$ cat src/rtl/lock_controller.sv
// Keypad lock controller: collects 8 BCD digits, checks them against the code held
// by an external data saver, and runs the open / program / lockout sequencing.
module lock_controller #(
    parameter logic [31:0] DEFAULT_CODE   = 32'h1234_5678,
    parameter int          OPEN_CYCLES    = 16,
    parameter int          LOCKOUT_CYCLES = 64,
    parameter int          MAX_FAILS      = 3
) (
    input  logic        clk,
    input  logic        rst,
    input  logic        key_valid,
    input  logic [3:0]  key_code,
    input  logic        key_enter,
    input  logic        key_clear,
    input  logic        key_set,
    input  logic [31:0] stored_code,
    output logic [2:0]  state,
    output logic [2:0]  state_save,
    output logic [31:0] insert_data,
    output logic [3:0]  digit_count,
    output logic        unlocked,
    output logic        alarm
);

    typedef enum logic [2:0] {
        IDLE    = 3'd0,
        ENTER   = 3'd1,
        CHECK   = 3'd2,
        OPEN    = 3'd3,
        PROG    = 3'd4,
        SAVE    = 3'd5,
        ERROR   = 3'd6,
        LOCKOUT = 3'd7
    } state_t;

    localparam int TMAX = (OPEN_CYCLES > LOCKOUT_CYCLES) ? OPEN_CYCLES : LOCKOUT_CYCLES;
    localparam int TW   = $clog2(TMAX + 1);
    localparam logic [2:0] FAIL_LIM = 3'(MAX_FAILS);

    state_t        cur, nxt;
    logic [31:0]   buf_n;
    logic [3:0]    cnt_n;
    logic [2:0]    fail_cnt, fail_n, fail_inc;
    logic [TW-1:0] timer, timer_n;
    logic          digit_ok;

    assign state      = cur;
    assign state_save = 3'd5;
    assign unlocked   = (cur == OPEN);
    assign alarm      = (cur == LOCKOUT);

    assign digit_ok = key_valid && (key_code <= 4'd9) && (digit_count < 4'd8);
    assign fail_inc = (fail_cnt >= FAIL_LIM) ? FAIL_LIM : fail_cnt + 3'd1;

    always_ff @(posedge clk or posedge rst) begin
        if (rst) begin
            cur         <= SAVE;
            insert_data <= DEFAULT_CODE;
            digit_count <= '0;
            fail_cnt    <= '0;
            timer       <= '0;
        end else begin
            cur         <= nxt;
            insert_data <= buf_n;
            digit_count <= cnt_n;
            fail_cnt    <= fail_n;
            timer       <= timer_n;
        end
    end

    always_comb begin
        nxt     = cur;
        buf_n   = insert_data;
        cnt_n   = digit_count;
        fail_n  = fail_cnt;
        timer_n = (timer != '0) ? timer - TW'(1) : '0;

        case (cur)
            IDLE, ENTER, PROG: begin
                if (key_clear) begin
                    nxt   = (cur == PROG) ? PROG : IDLE;
                    buf_n = '0;
                    cnt_n = '0;
                end else if (key_enter) begin
                    if (cur == PROG) begin
                        nxt = (digit_count == 4'd8) ? SAVE : ERROR;
                    end else if (cur == ENTER) begin
                        if (digit_count == 4'd8) begin
                            nxt = CHECK;
                        end else begin
                            fail_n = fail_inc;
                            nxt    = (fail_inc >= FAIL_LIM) ? LOCKOUT : ERROR;
                        end
                    end
                end else if (digit_ok) begin
                    buf_n[{digit_count[2:0], 2'b00} +: 4] = key_code;
                    cnt_n = digit_count + 4'd1;
                    if (cur == IDLE) nxt = ENTER;
                end
            end
            CHECK: begin
                if (insert_data == stored_code) begin
                    nxt    = OPEN;
                    fail_n = '0;
                end else begin
                    fail_n = fail_inc;
                    nxt    = (fail_inc >= FAIL_LIM) ? LOCKOUT : ERROR;
                end
            end
            OPEN: begin
                if (key_set)           nxt = PROG;
                else if (timer == '0)  nxt = IDLE;
            end
            SAVE, ERROR: nxt = IDLE;
            LOCKOUT: begin
                if (timer == '0) begin
                    nxt    = IDLE;
                    fail_n = '0;
                end
            end
            default: nxt = IDLE;
        endcase

        // Timer counts the remaining cycles after the current one, so load N-1 on entry.
        if (nxt != cur && nxt == OPEN)    timer_n = TW'(OPEN_CYCLES - 1);
        if (nxt != cur && nxt == LOCKOUT) timer_n = TW'(LOCKOUT_CYCLES - 1);

        // Any state that is not collecting or consuming digits starts from an empty buffer.
        if (nxt == IDLE || nxt == OPEN || nxt == ERROR || nxt == LOCKOUT ||
            (nxt == PROG && cur == OPEN)) begin
            buf_n = '0;
            cnt_n = '0;
        end
    end

endmodule
$ cat config.mk
export PLATFORM = sky130hd
export DESIGN_NAME = lock_controller
export DESIGN_NICKNAME = d
export VERILOG_FILES = /design/src/rtl/lock_controller.sv
export SDC_FILE = /design/constraint.sdc
export NUM_CORES = 1
export LEC_CHECK = 0
export CAP_MARGIN = 20
export CORE_UTILIZATION = 40
export DETAILED_ROUTE_END_ITERATION = 6
export DONT_BUFFER_PORTS = 1
export PLACE_DENSITY = 0.66
export SKIP_CTS_REPAIR_TIMING = 1
export SLEW_MARGIN = 20
export SYNTH_ARGS = -nofsm -noshare
export SYNTH_HDL_FRONTEND = slang
export SYNTH_SLANG_ARGS = --single-unit
$ cat constraint.sdc
create_clock -name clk -period 2.7 [get_ports clk]
set_input_delay 0.27 -clock clk [delete_from_list [all_inputs] [get_ports clk]]
set_output_delay 0.27 -clock clk [all_outputs]
set_load 0.01 [all_outputs]
Word level (Yosys, flattened, before mapping)
Cells that the tools add are included.
{"block": "totals", "ff_bits": 49, "input_bits": 42}
{"block": "classes", "n_addsub": 4, "order_cmp": 4, "n_eq_ne": 21, "n_shift": 2, "n_mux": 37, "n_reduce_logical": 20}
{"op": "two-way mux 32 bit", "count": 5}
{"op": "two-way mux 3 bit", "count": 19}
{"op": "bitwise mux 32 bit", "count": 1}
{"op": "== test 32 bit", "count": 1}
{"op": "variable shift 4 x 7 -> 32 bit (first input constant)", "count": 1}
{"op": "indexed part select 4 x 7 -> 32 bit", "count": 1}
{"op": "== test 3 bit (second input constant)", "count": 7}
{"op": "two-way mux 7 bit", "count": 3}
{"op": "two-way mux 4 bit", "count": 5}
{"op": "case mux 3 bit (5 select lines)", "count": 1}
{"op": "!= test 2 bit (second input constant)", "count": 5}
{"op": "== test 3 x 2 -> 1 bit (second input constant)", "count": 3}
{"op": "case mux 3 bit (3 select lines)", "count": 1}
{"op": "zero test 7 bit", "count": 1}
{"op": "negator 5 -> 7 bit", "count": 1}
{"op": "AND reduction 7 bit", "count": 1}
{"op": "nonzero test 7 bit", "count": 1}
{"op": "subtractor 7 x 1 -> 7 bit (second input constant)", "count": 1}
{"op": "greater-or-equal comparator 3 x 2 -> 1 bit (second input constant)", "count": 2}
{"op": "zero test 3 bit", "count": 2}
{"op": "nonzero test 3 bit", "count": 2}
{"op": "logical AND 1 bit", "count": 5}
{"op": "adder 4 x 1 -> 4 bit (second input constant)", "count": 1}
{"op": "== test 4 bit (second input constant)", "count": 1}
{"op": "14 further kinds", "count": 17}

Logic depth before layout (Yosys ltp)
Gate-level depths: netlist of run 1.
{"block": "depth", "ltp_word": 17, "depth_mapped": 11}

Worst setup path after synthesis of run 1
Ideal clock, no wire load.
{"block": "synth_path", "path_type": "register -> register", "from": "reg digit_count[0]", "to": "reg insert_data[29]", "setup_ns": 0.081, "arrival_time_ns": 2.700, "slack_ns": -0.081, "path_stages_with_launch": 12, "path_buffers": 2, "period_less_slack_ns": 2.781, "cell_sequence": "dfrtp_1 > clkbuf_1 > inv_1 > ha_1 > and3b_1 > a311o_1 > a211o_1 > and2_4 > o32ai_4 > buf_6 > nand2_1 > mux2i_1"}
{"block": "synth_between", "elab_chain_len": 14, "word_cells_on_any_way": 34, "classes_between": "add/sub (1); order compare (1); eq/ne (6); shift (2); mux (14); reduce/logical (10)"}
{"element": "start, declared", "line_no": "20", "rtl": "output logic [3:0] digit_count,"}
{"element": "start signal, assigned", "line_no": "65", "rtl": "digit_count <= cnt_n;"}
{"element": "== test 4 bit", "line_no": "86, 88"}
{"element": "two-way mux 3 bit", "line_no": "88", "rtl": "if (digit_count == 4'd8) begin"}
{"element": "two-way mux 3 bit", "line_no": "87", "rtl": "end else if (cur == ENTER) begin"}
{"element": "two-way mux 3 bit", "line_no": "85", "rtl": "if (cur == PROG) begin"}
{"element": "two-way mux 3 bit", "line_no": "84", "rtl": "end else if (key_enter) begin"}
{"element": "two-way mux 3 bit", "line_no": "80", "rtl": "if (key_clear) begin"}
{"element": "case mux 3 bit (5 select lines)", "line_no": "78", "rtl": "case (cur)"}
{"element": "== test 3 x 2 -> 1 bit or zero test 3 bit (tied branches)", "line_no": "129", "rtl": "if (nxt == IDLE || nxt == OPEN || nxt == ERROR || nxt == LOCKOUT ||"}
{"element": "logical OR 1 bit (4 in series)", "line_no": "129"}
{"element": "!= test 3 x 1 -> 1 bit (no source line) (tied with other cells)"}
{"element": "AND reduction 3 bit (no source line)"}
{"element": "end signal, assigned", "line_no": "64", "rtl": "insert_data <= buf_n;"}
{"element": "end, declared", "line_no": "19", "rtl": "output logic [31:0] insert_data,"}
Several ways; a longest one is shown, not always the timed one. The select of a mux whose other input is x is not followed.
A chain may end at the register's enable or synchronous reset.

Worst setup path after layout of run 1
{"block": "layout_path", "from": "reg fail_cnt[1]", "to": "reg insert_data[13]"}
{"block": "layout_between", "elab_chain_len": 17, "word_cells_on_any_way": 27, "classes_between": "add/sub (1); order compare (2); eq/ne (5); mux (10); reduce/logical (9)"}
{"element": "start, declared", "line_no": "43", "rtl": "logic [2:0] fail_cnt, fail_n, fail_inc;"}
{"element": "start signal, assigned", "line_no": "66", "rtl": "fail_cnt <= fail_n;"}
{"element": "adder 3 x 1 -> 3 bit or greater-or-equal comparator 3 x 2 -> 1 bit (tied branches)", "line_no": "53", "rtl": "assign fail_inc = (fail_cnt >= FAIL_LIM) ? FAIL_LIM : fail_cnt + 3'd1;"}
{"element": "two-way mux 3 bit *", "line_no": "53"}
{"element": "greater-or-equal comparator 3 x 2 -> 1 bit *", "line_no": "92, 107"}
{"element": "two-way mux 1 bit *", "line_no": "92, 107"}
{"element": "two-way mux 3 bit", "line_no": "88"}
{"element": "two-way mux 3 bit", "line_no": "87"}
{"element": "two-way mux 3 bit", "line_no": "85"}
{"element": "two-way mux 3 bit", "line_no": "84"}
{"element": "two-way mux 3 bit", "line_no": "80"}
{"element": "case mux 3 bit (5 select lines) *", "line_no": "78"}
{"element": "== test 3 x 2 -> 1 bit or zero test 3 bit (tied branches)", "line_no": "129"}
{"element": "logical OR 1 bit (3 in series)", "line_no": "129"}
{"element": "logical OR 1 bit *", "line_no": "129"}
{"element": "!= test 3 x 1 -> 1 bit (no source line) (tied with other cells)"}
{"element": "AND reduction 3 bit (no source line)"}
Mark *: on every way between the ends. The rest lies on a longest branch, timed or not.

==> results.toml, run 1 <==
[status]
status = "complete, but fails checks"
failing_checks = "hold timing"

[job]
number_of_max_cap_violations = 0

[yosys]
synth_flop_cell = "sky130_fd_sc_hd__dfrtp_1"
synth_edf_count = 0
synth_largest_type_area_fraction_pct = 28.2
ys_ff_latch = 49
syn_avg_cell_area_sq_um = 9.46
post_synth_num_cell_types = 55
synth_async_reset_ratio_pct = 100
yosysWarnings = 0
netlist_instances = 319
syn-cell-area_sq_mm = 0.00302
seq_area_frac_synth_pct = 41.3
synth_top_cells_by_area = "sky130_fd_sc_hd__dfrtp_1, sky130_fd_sc_hd__dfstp_2, sky130_fd_sc_hd__xor2_1"
synthMostInstantiatedCell = "sky130_fd_sc_hd__nand2_1"
netlist_top_cells_count = "sky130_fd_sc_hd__nand2_1, sky130_fd_sc_hd__dfrtp_1, sky130_fd_sc_hd__xor2_1"
cell_taking_the_most_area_after_synthesis = "sky130_fd_sc_hd__dfrtp_1"

[cts]
clock-sinks = 49
cts_tree = "built"
cts-root-buf = "sky130_fd_sc_hd__clkbuf_8"
clk_latency_ns = 0.31
cts.reportedPaths.clkPinSlew_ns = 0.10
cts_htree_levels = 2
cts_inserted_buffers = 5
clock_tree.buffer_depth = 2

[grt]
via_count_of_the_first_global_routing_pass = 2296
maximum_number_of_pins_on_one_net_before_global_route_repair = 50
first_pass_grt_wire_length_microns = 11500
overflow = 0
grt_util_all_layers_pct = 19.4
initial_antenna_violation_count = 0

[timing]
setup_viol = 0
fin_tns_setup_ns = 0
fin_crit_ns = 2.65
post-route-period-util_pct = 98.2
clock_skew_ns = 0.00694
slew_headroom_pct = 44.9
tightestPinTransition_ns = 0.826
final.setup.worst_slack_ns = 0.0481
worst_hold_slack_ns = -0.0368
slew_viol_final = 0
rsz0062_at_grt = "true"
fmaxAchievable_ghz = 0.377
hold_violations = 34

[route]
totalWireLength_microns = 7870
wl_per_cell_microns = 17.4
post-route-drc-count = 0
drtIter0Drc = 146
dr_total_vias = 2524
drtPass1Iterations = 4
route.detailed.vias_per_inst = 5.57
route.antenna.remaining_nets = 0

[power_and_ir_drop]
report.power.total_mw = 3.21
power.leakage_nw = 1.64
power_density_mw_per_mm2 = 884
peakVddDrop_mv = 0.373

[floorplan]
die-width_microns = 88.9
floorplan.core_area_sq_mm = 0.00729
num_rows = 31
pin_count = 86
fp.dieArea_sq_mm = 0.00790
floorplan.initialDensity_pct = 41.4
chipHeight_microns = 88.9

[critical_path]
timing.critical_path.from_type = "flop"
cp-end-kind = "flop"
crit_path_max_fanout = 7
data_required_time_at_the_worst_endpoint_ns = 2.94
worst_ep_arrival_time_ns = 2.89
register_to_register_setup_slack_ns = 0.05
critPathKind = "reg -> reg"

[layout]
antennaDiodeCount = 0
num-fill-cells = 689
layoutNonFillerInstCount = 453
drive_above_1_share_pct = 27.1
area.growth.synth_to_final_pct = 20.3
fin_area_sq_mm = 0.00363
post-route-util_pct = 49.8
layout.nets = 401

[worst_hold_path]
min-delay-path-class = "in -> async"

[place]
place.gp.congestion = 0.905
post-place-ws_ns = -0.0590
port_buffers = 0
dpl_cell_area_sq_mm = 0.00326
sum_of_net_half_perimeters_after_detailed_placement_microns = 5650
inst_count_dp = 431
==> worst max-delay path: stages, from the launching register on <==
cell,delay [ns]
sky130_fd_sc_hd__dfrtp_1,0.43
sky130_fd_sc_hd__ha_4,0.29
sky130_fd_sc_hd__nand2b_1,0.07
sky130_fd_sc_hd__a311o_1,0.38
sky130_fd_sc_hd__a211o_1,0.36
sky130_fd_sc_hd__and2_4,0.17
sky130_fd_sc_hd__o32ai_4,0.30
sky130_fd_sc_hd__buf_12,0.17
sky130_fd_sc_hd__buf_8,0.11
sky130_fd_sc_hd__buf_6,0.12
sky130_fd_sc_hd__nand2_2,0.06
sky130_fd_sc_hd__o21ai_2,0.13
==> per-layer routing <==
layer / vias to the layer above / wire length [microns] / global-route usage, %
met3: 13 / 564 / 5.97
met1: 1247 / 3390 / 25.5
met4: 0 / 123 / 4.55
met5: - / 0 / 0
met2: 81 / 3800 / 31.3
li1: 1183 / - / -
==> flip-flops by register name, summed over array words and instances, names as in the netlist <==
register and count:
digit_count 4, fail_cnt 3, insert_data 32, state 3, timer 7
==> worst paths after layout <==
kind	from	endpoint	cells after the start
worst max register to register	fail_cnt[1]$_DFFE_PP0P_	insert_data[13]$_DFFE_PP0P_	11
min in group clk	key_code[2]	insert_data[6]$_DFFE_PP1P_	2
worst min-delay path	rst	digit_count[0]$_DFFE_PP0P_	1
max in group asynchronous	rst	fail_cnt[0]$_DFFE_PP0P_	1
worst max-delay path	fail_cnt[1]$_DFFE_PP0P_	insert_data[13]$_DFFE_PP0P_	11
worst min register to register	timer[0]$_DFF_PP0_	timer[0]$_DFF_PP0_	1
==> logic make-up (layout without fill, tap and decap cells) <==
kind of cell,Yosys count,after routing,share of synthesized area (%)
AO/OA/AOI/OAI,52,52,11.7
XOR/XNOR,36,36,10.4
adder cells (fa/ha/maj),6,6,2.49
buffers and inverters,23,57,4.64
flip-flops,49,49,41.3
multiplexers,18,18,6.05
other,2,3,0.249
AND/OR/NAND/NOR,133,133,23.2
==> layout by cell type, fill, tap and decap left out, types with 4 or more instances in the layout <==
cell	synthesis	layout
sky130_fd_sc_hd__clkbuf_8	0	5
sky130_fd_sc_hd__buf_4	3	32
sky130_fd_sc_hd__o21bai_1	5	5
sky130_fd_sc_hd__o21ai_1	17	14
sky130_fd_sc_hd__nand3_1	24	23
sky130_fd_sc_hd__nand2b_1	4	4
sky130_fd_sc_hd__dfrtp_1	34	34
sky130_fd_sc_hd__xor2_1	33	33
sky130_fd_sc_hd__o21ai_2	0	4
sky130_fd_sc_hd__nand2_2	0	4
sky130_fd_sc_hd__nor2_1	15	15
sky130_fd_sc_hd__mux2i_1	16	16
sky130_fd_sc_hd__dfstp_2	15	15
sky130_fd_sc_hd__o21ai_0	9	8
sky130_fd_sc_hd__nor3b_1	5	5
sky130_fd_sc_hd__nor4_1	8	8
sky130_fd_sc_hd__nand2_1	47	42
sky130_fd_sc_hd__inv_1	10	8
sky130_fd_sc_hd__nor3_1	6	5
==> power breakdown <==
| group | internal [mW] | switching [mW] |
|---|---|---|
| sequential | 0.865 | 0.163 |
| clock | 0.278 | 0.262 |
| combinational | 0.805 | 0.837 |
==> final cells by class <==
class / count / area [sq um] / share of cell area, %
Inverter: 10 / 38.8 / 1.07
Clock inverter: 3 / 43.8 / 1.21
Multi-Input combinational cell: 248 / 1750 / 48.3
Sequential cell: 49 / 1240 / 34.3
Timing Repair Buffer: 39 / 358 / 9.86
Clock buffer: 5 / 68.8 / 1.90
Tap cell: 99 / 124 / 3.41
(Power assumes the default switching activity.)
==> run 2: changes to the inputs <==
- CORE_UTILIZATION: 40 -> 57
- PLACE_DENSITY: 0.66 -> 0.85
==> run 2 against run 1 <==
  * The flow still finishes with violations (hold timing)
  * Non-clock buffer count down 3
  * Design area fell by 3.3%
  * First-iteration DRC count increased by 65%
  * Setup slack better by 0.0072 ns
  * Sequential power is essentially flat
  * Register-to-register slack barely moved
  * Die area decreased by 29%
  * Global-route usage grew 6.3 points
  * Clock skew increased by 0.0071 ns
  * Critical path depth unchanged
==> results.toml, run 2 (same netlist as run 1, synthesis figures left out) <==
[status]
status = "complete, but fails checks"
failing_checks = "hold timing"

[job]
number_of_max_cap_violations = 0

[floorplan]
floorplan.initialDensity_pct = 59.1
pin_count = 86
die-width_microns = 74.8
num_rows = 26
chipHeight_microns = 74.8
floorplan.core_area_sq_mm = 0.00511
fp.dieArea_sq_mm = 0.00559

[place]
port_buffers = 0
dpl_cell_area_sq_mm = 0.00321
post-place-ws_ns = 0.0343
place.gp.congestion = 0.923
sum_of_net_half_perimeters_after_detailed_placement_microns = 5340

[layout]
antennaDiodeCount = 0
top_regs = "insert_data: 32 flops, timer: 7 flops, digit_count: 4 flops"
post-route-util_pct = 68.7
area.growth.synth_to_final_pct = 16.3
largest-register = "insert_data"
layout.nets = 398
layout_common_cells = "sky130_fd_sc_hd__nand2_1, sky130_fd_sc_hd__dfrtp_1, sky130_fd_sc_hd__xor2_1"
fin_area_sq_mm = 0.00351
largest_reg_flops = 32
drive_above_1_share_pct = 22.5
layout_commonest_cell = "sky130_fd_sc_hd__nand2_1"

[timing]
slew_viol_final = 0
post-route-period-util_pct = 98.0
tightestPinTransition_ns = 0.822
final.setup.worst_slack_ns = 0.0553
clock_skew_ns = 0.0141
fmaxAchievable_ghz = 0.378
worst_hold_slack_ns = -0.0365
setup_viol = 0
slew_headroom_pct = 45.1
fin_crit_ns = 2.64
hold_violations = 34

[critical_path]
data_required_time_at_the_worst_endpoint_ns = 2.93
worst_ep_arrival_time_ns = 2.88
crit_path_max_fanout = 7
cp-end-kind = "flop"
critPathKind = "reg -> reg"
timing.critical_path.from_type = "flop"

[power_and_ir_drop]
peakVddDrop_mv = 0.376
power.share.sequential_pct = 33.4
share_of_power_burned_in_the_clock_network_pct = 13.9
p_comb_share_pct = 52.6
net-switching-power_mw = 1.25
p_int_mw = 1.84
power.leakage_nw = 1.59
power_density_mw_per_mm2 = 879
switching_share_pct = 40.4
report.power.total_mw = 3.09

[grt]
grt_util_all_layers_pct = 25.6
via_count_of_the_first_global_routing_pass = 2271
first_pass_grt_wire_length_microns = 10700
maximum_number_of_pins_on_one_net_before_global_route_repair = 50
initial_antenna_violation_count = 0
overflow = 0

[worst_hold_path]
min-delay-path-class = "in -> async"

[route]
post-route-drc-count = 0
drtPass1Iterations = 5
drtIter0Drc = 241
route.detailed.vias_per_inst = 6.30
route.antenna.remaining_nets = 0
totalWireLength_microns = 7800
wl_per_cell_microns = 18.5
dr_total_vias = 2652

[cts]
cts_inserted_buffers = 5
cts.reportedPaths.clkPinSlew_ns = 0.10
clock-sinks = 49
clock_tree.buffer_depth = 2
clk_latency_ns = 0.31
cts_tree = "built"
cts-root-buf = "sky130_fd_sc_hd__clkbuf_8"
cts_htree_levels = 2
## run 2: worst paths after layout
path	start	endpoint	slack [ns]	cells after the start
min in group clk	key_code[2]	insert_data[6]$_DFFE_PP1P_	0.06	2
hold / removal	rst	insert_data[7]$_DFFE_PP0P_	-0.04	1
setup reg to reg	digit_count[0]$_DFFE_PP0P_	insert_data[1]$_DFFE_PP0P_	0.06	11
setup / recovery	digit_count[0]$_DFFE_PP0P_	insert_data[1]$_DFFE_PP0P_	0.06	11
max in group asynchronous	rst	fail_cnt[0]$_DFFE_PP0P_	2.23	1
hold reg to reg	timer[0]$_DFF_PP0_	timer[0]$_DFF_PP0_	0.49	1
## run 2: critical path, cell delays in order, from the launching register on
cell,delay [ns]
sky130_fd_sc_hd__dfrtp_1,0.35
sky130_fd_sc_hd__inv_1,0.08
sky130_fd_sc_hd__ha_2,0.20
sky130_fd_sc_hd__and3b_1,0.19
sky130_fd_sc_hd__a311o_1,0.34
sky130_fd_sc_hd__a211o_1,0.32
sky130_fd_sc_hd__and2_4,0.17
sky130_fd_sc_hd__o32ai_4,0.28
sky130_fd_sc_hd__buf_12,0.16
sky130_fd_sc_hd__buf_12,0.12
sky130_fd_sc_hd__nand2_1,0.16
sky130_fd_sc_hd__mux2i_1,0.21
## run 2: routing by layer
layer  vias up  wire length [microns]  track usage (%)
met5         -                      0                0
met4         0                    165             6.50
met3        17                    794             7.90
met2       173                   3670             38.8
met1      1288                   3170             36.0
li1       1174                      -                -
## run 2: power groups by stage
stage | Combinational [mW] | Clock [mW] | Sequential, mW
2_1_floorplan | 0.998 | 0 | 0.995
3_3_place_gp | 1.18 | 0 | 1.03
3_5_place_dp | 1.23 | 0 | 1.03
4_1_cts | 1.23 | 0.429 | 1.02
5_1_grt | 1.75 | 0.466 | 1.05
6_report | 1.62 | 0.430 | 1.03
## run 2: layout make-up
type	count	area [sq um]
Clock inverter	1	7.51
Fill cell	346	1600
Multi-Input combinational cell	248	1710
Tap cell	70	87.6
Timing Repair Buffer	36	348
Inverter	10	38.8
Clock buffer	7	76.3
Sequential cell	49	1240
## run 2: through the flow
| stage | std cells | setup TNS (ns) |
|---|---|---|
| 2_1_floorplan | 320 | 0 |
| 3_3_place_gp | 402 | 0 |
| 3_5_place_dp | 402 | 0 |
| 4_1_cts | 410 | 0 |
| 5_1_grt | 421 | -0.228 |
| 6_report | 421 | 0 |
==> run 3: changes to the inputs <==
- ABC_CLOCK_PERIOD_IN_PS: unset -> 2700
- CELL_PAD_IN_SITES_DETAIL_PLACEMENT: unset -> 1
- CELL_PAD_IN_SITES_GLOBAL_PLACEMENT: unset -> 1
- CORE_UTILIZATION: 57 -> 43
- PLACE_DENSITY: 0.85 -> 0.86
==> run 3 against run 2 <==
  * The run ends with hold timing, setup timing left
  * Clock-buffer cell count is 2 lower
  * Clock power is 29% higher
  * Power is 9.4% higher
  * First-iteration DRC count is 21% lower
  * Utilization is 15 points lower
  * Global-route usage is 1.2 points lower
  * Fmax is 4.1% lower
  * Final cell count is 8.1% higher
  * Non-clock buffer count is 8 higher
  * Critical path type unchanged
  * Largest cell class unchanged
==> results.toml, run 3 (same netlist as run 1, synthesis figures left out) <==
[status]
status = "complete, but fails checks"
failing_checks = "hold timing, setup timing"

[cts]
cts-root-buf = "sky130_fd_sc_hd__clkbuf_8"
clock_tree.buffer_depth = 2
cts_htree_levels = 2
cts.reportedPaths.clkPinSlew_ns = 0.10
clock-sinks = 49
clk_latency_ns = 0.32
cts_inserted_buffers = 5
cts_tree = "built"

[place]
sum_of_net_half_perimeters_after_detailed_placement_microns = 6480
post-place-ws_ns = -0.0626
inst_count_dp = 428
place.gp.congestion = 0.904
port_buffers = 0
dpl_cell_area_sq_mm = 0.00324

[layout]
area.growth.synth_to_final_pct = 21.9
post-route-util_pct = 54.2
fin_area_sq_mm = 0.00368
top_regs = "insert_data: 32 flops, timer: 7 flops, digit_count: 4 flops"
largest_reg_flops = 32
layout_commonest_cell = "sky130_fd_sc_hd__nand2_1"
antennaDiodeCount = 0
layout_common_cells = "sky130_fd_sc_hd__nand2_1, sky130_fd_sc_hd__buf_4, sky130_fd_sc_hd__xor2_1, sky130_fd_sc_hd__dfrtp_1, sky130_fd_sc_hd__nand3_1"
largest-register = "insert_data"
layoutNonFillerInstCount = 455
drive_above_1_share_pct = 28.7
layout.nets = 406

[timing]
setup_viol = 7
worst_hold_slack_ns = -0.0171
fin_crit_ns = 2.76
slew_headroom_pct = 42.4
post-route-period-util_pct = 102
fin_tns_setup_ns = -0.166
final.setup.worst_slack_ns = -0.0589
fmaxAchievable_ghz = 0.362
slew_viol_final = 0
rsz0062_at_grt = "true"
clock_skew_ns = 0.0186
tightestPinTransition_ns = 0.865
hold_violations = 26

[grt]
grt_util_all_layers_pct = 24.4
first_pass_grt_wire_length_microns = 13800
maximum_number_of_pins_on_one_net_before_global_route_repair = 55
initial_antenna_violation_count = 0
overflow = 0
via_count_of_the_first_global_routing_pass = 2622

[route]
dr_total_vias = 2697
route.antenna.remaining_nets = 0
drtPass1Iterations = 4
totalWireLength_microns = 10000
routedLengthMet1_microns = 4170
top_layer = "met4"
drtIter0Drc = 191
route.detailed.vias_per_inst = 5.93
wl_per_cell_microns = 22.0
wl_met3_microns = 613
route.met2.wl_microns = 4870
post-route-drc-count = 0

[power_and_ir_drop]
peakVddDrop_mv = 0.477
power.leakage_nw = 1.64
power_density_mw_per_mm2 = 917
report.power.total_mw = 3.38

[floorplan]
floorplan.core_area_sq_mm = 0.00679
floorplan.initialDensity_pct = 44.4
fp.dieArea_sq_mm = 0.00736
num_rows = 30
chipHeight_microns = 85.8
pin_count = 86
die-width_microns = 85.8

[critical_path]
register_to_register_setup_slack_ns = -0.06
worst_ep_arrival_time_ns = 2.98
cp_cell_sequence = "ha_4, nand2b_4, a311o_1, a211o_1, and2_4, o32ai_4, buf_12, buf_12, buf_4, nand3_1, o21ai_1"
crit_path_max_fanout = 6
critPathKind = "reg -> reg"
slowest_stage = "sky130_fd_sc_hd__dfrtp_2"
cp-end-kind = "flop"
timing.critical_path.from_type = "flop"
most_used_cell_along_the_critical_path = "sky130_fd_sc_hd__buf_12"
cpPeakStageDelay_ns = 0.46
data_required_time_at_the_worst_endpoint_ns = 2.93

[worst_hold_path]
min-delay-path-class = "in -> async"

[job]
number_of_max_cap_violations = 0
-- run 3: cell count changes in the layout (fill, tap and decap cells not counted), sizes merged --
cell	before	now
buf	34	42
bufinv	0	1
clkbuf	9	7
clkinv	1	2
clkinvlp	1	0
inv	9	10
-- run 3: layout make-up --
| type | instances | area [sq um] |
|---|---|---|
| Multi-Input combinational cell | 248 | 1750 |
| Sequential cell | 49 | 1250 |
| Inverter | 10 | 38.8 |
| Fill cell | 757 | 3110 |
| Timing Repair Buffer | 44 | 409 |
| Tap cell | 96 | 120 |
| Clock buffer | 5 | 68.8 |
| Clock inverter | 3 | 43.8 |
-- run 3: metal layers --
layer,vias up,track usage [%]
met5,-,0
met2,120,40.9
met3,26,4.81
li1,1193,-
met1,1358,31.6
met4,0,8.79
-- run 3: power by group --
part / internal (mW) / switching [mW]
combinational: 0.842 / 0.931
sequential: 0.866 / 0.181
clock: 0.278 / 0.278
-- run 3: final timing paths --
path                                              start                     endpoint  cells past startpoint
max in group asynchronous                           rst      fail_cnt[1]$_DFFE_PP0P_                      1
worst min register to register       timer[0]$_DFF_PP0_           timer[0]$_DFF_PP0_                      1
worst min-delay path                                rst           timer[0]$_DFF_PP0_                      1
worst max register to register  fail_cnt[1]$_DFFE_PP0P_  insert_data[27]$_DFFE_PP0P_                     11
min in group clk                            key_code[1]  insert_data[25]$_DFFE_PP1P_                      2
worst max-delay path            fail_cnt[1]$_DFFE_PP0P_  insert_data[27]$_DFFE_PP0P_                     11
-- run 3: worst max-delay path, delay by kind of cell (launching register included) --
family	cells	cell delay, ns
compound gates	4	1.24
flops	1	0.46
buf+inv	3	0.36
simple gates	3	0.32
fa+ha+maj	1	0.29
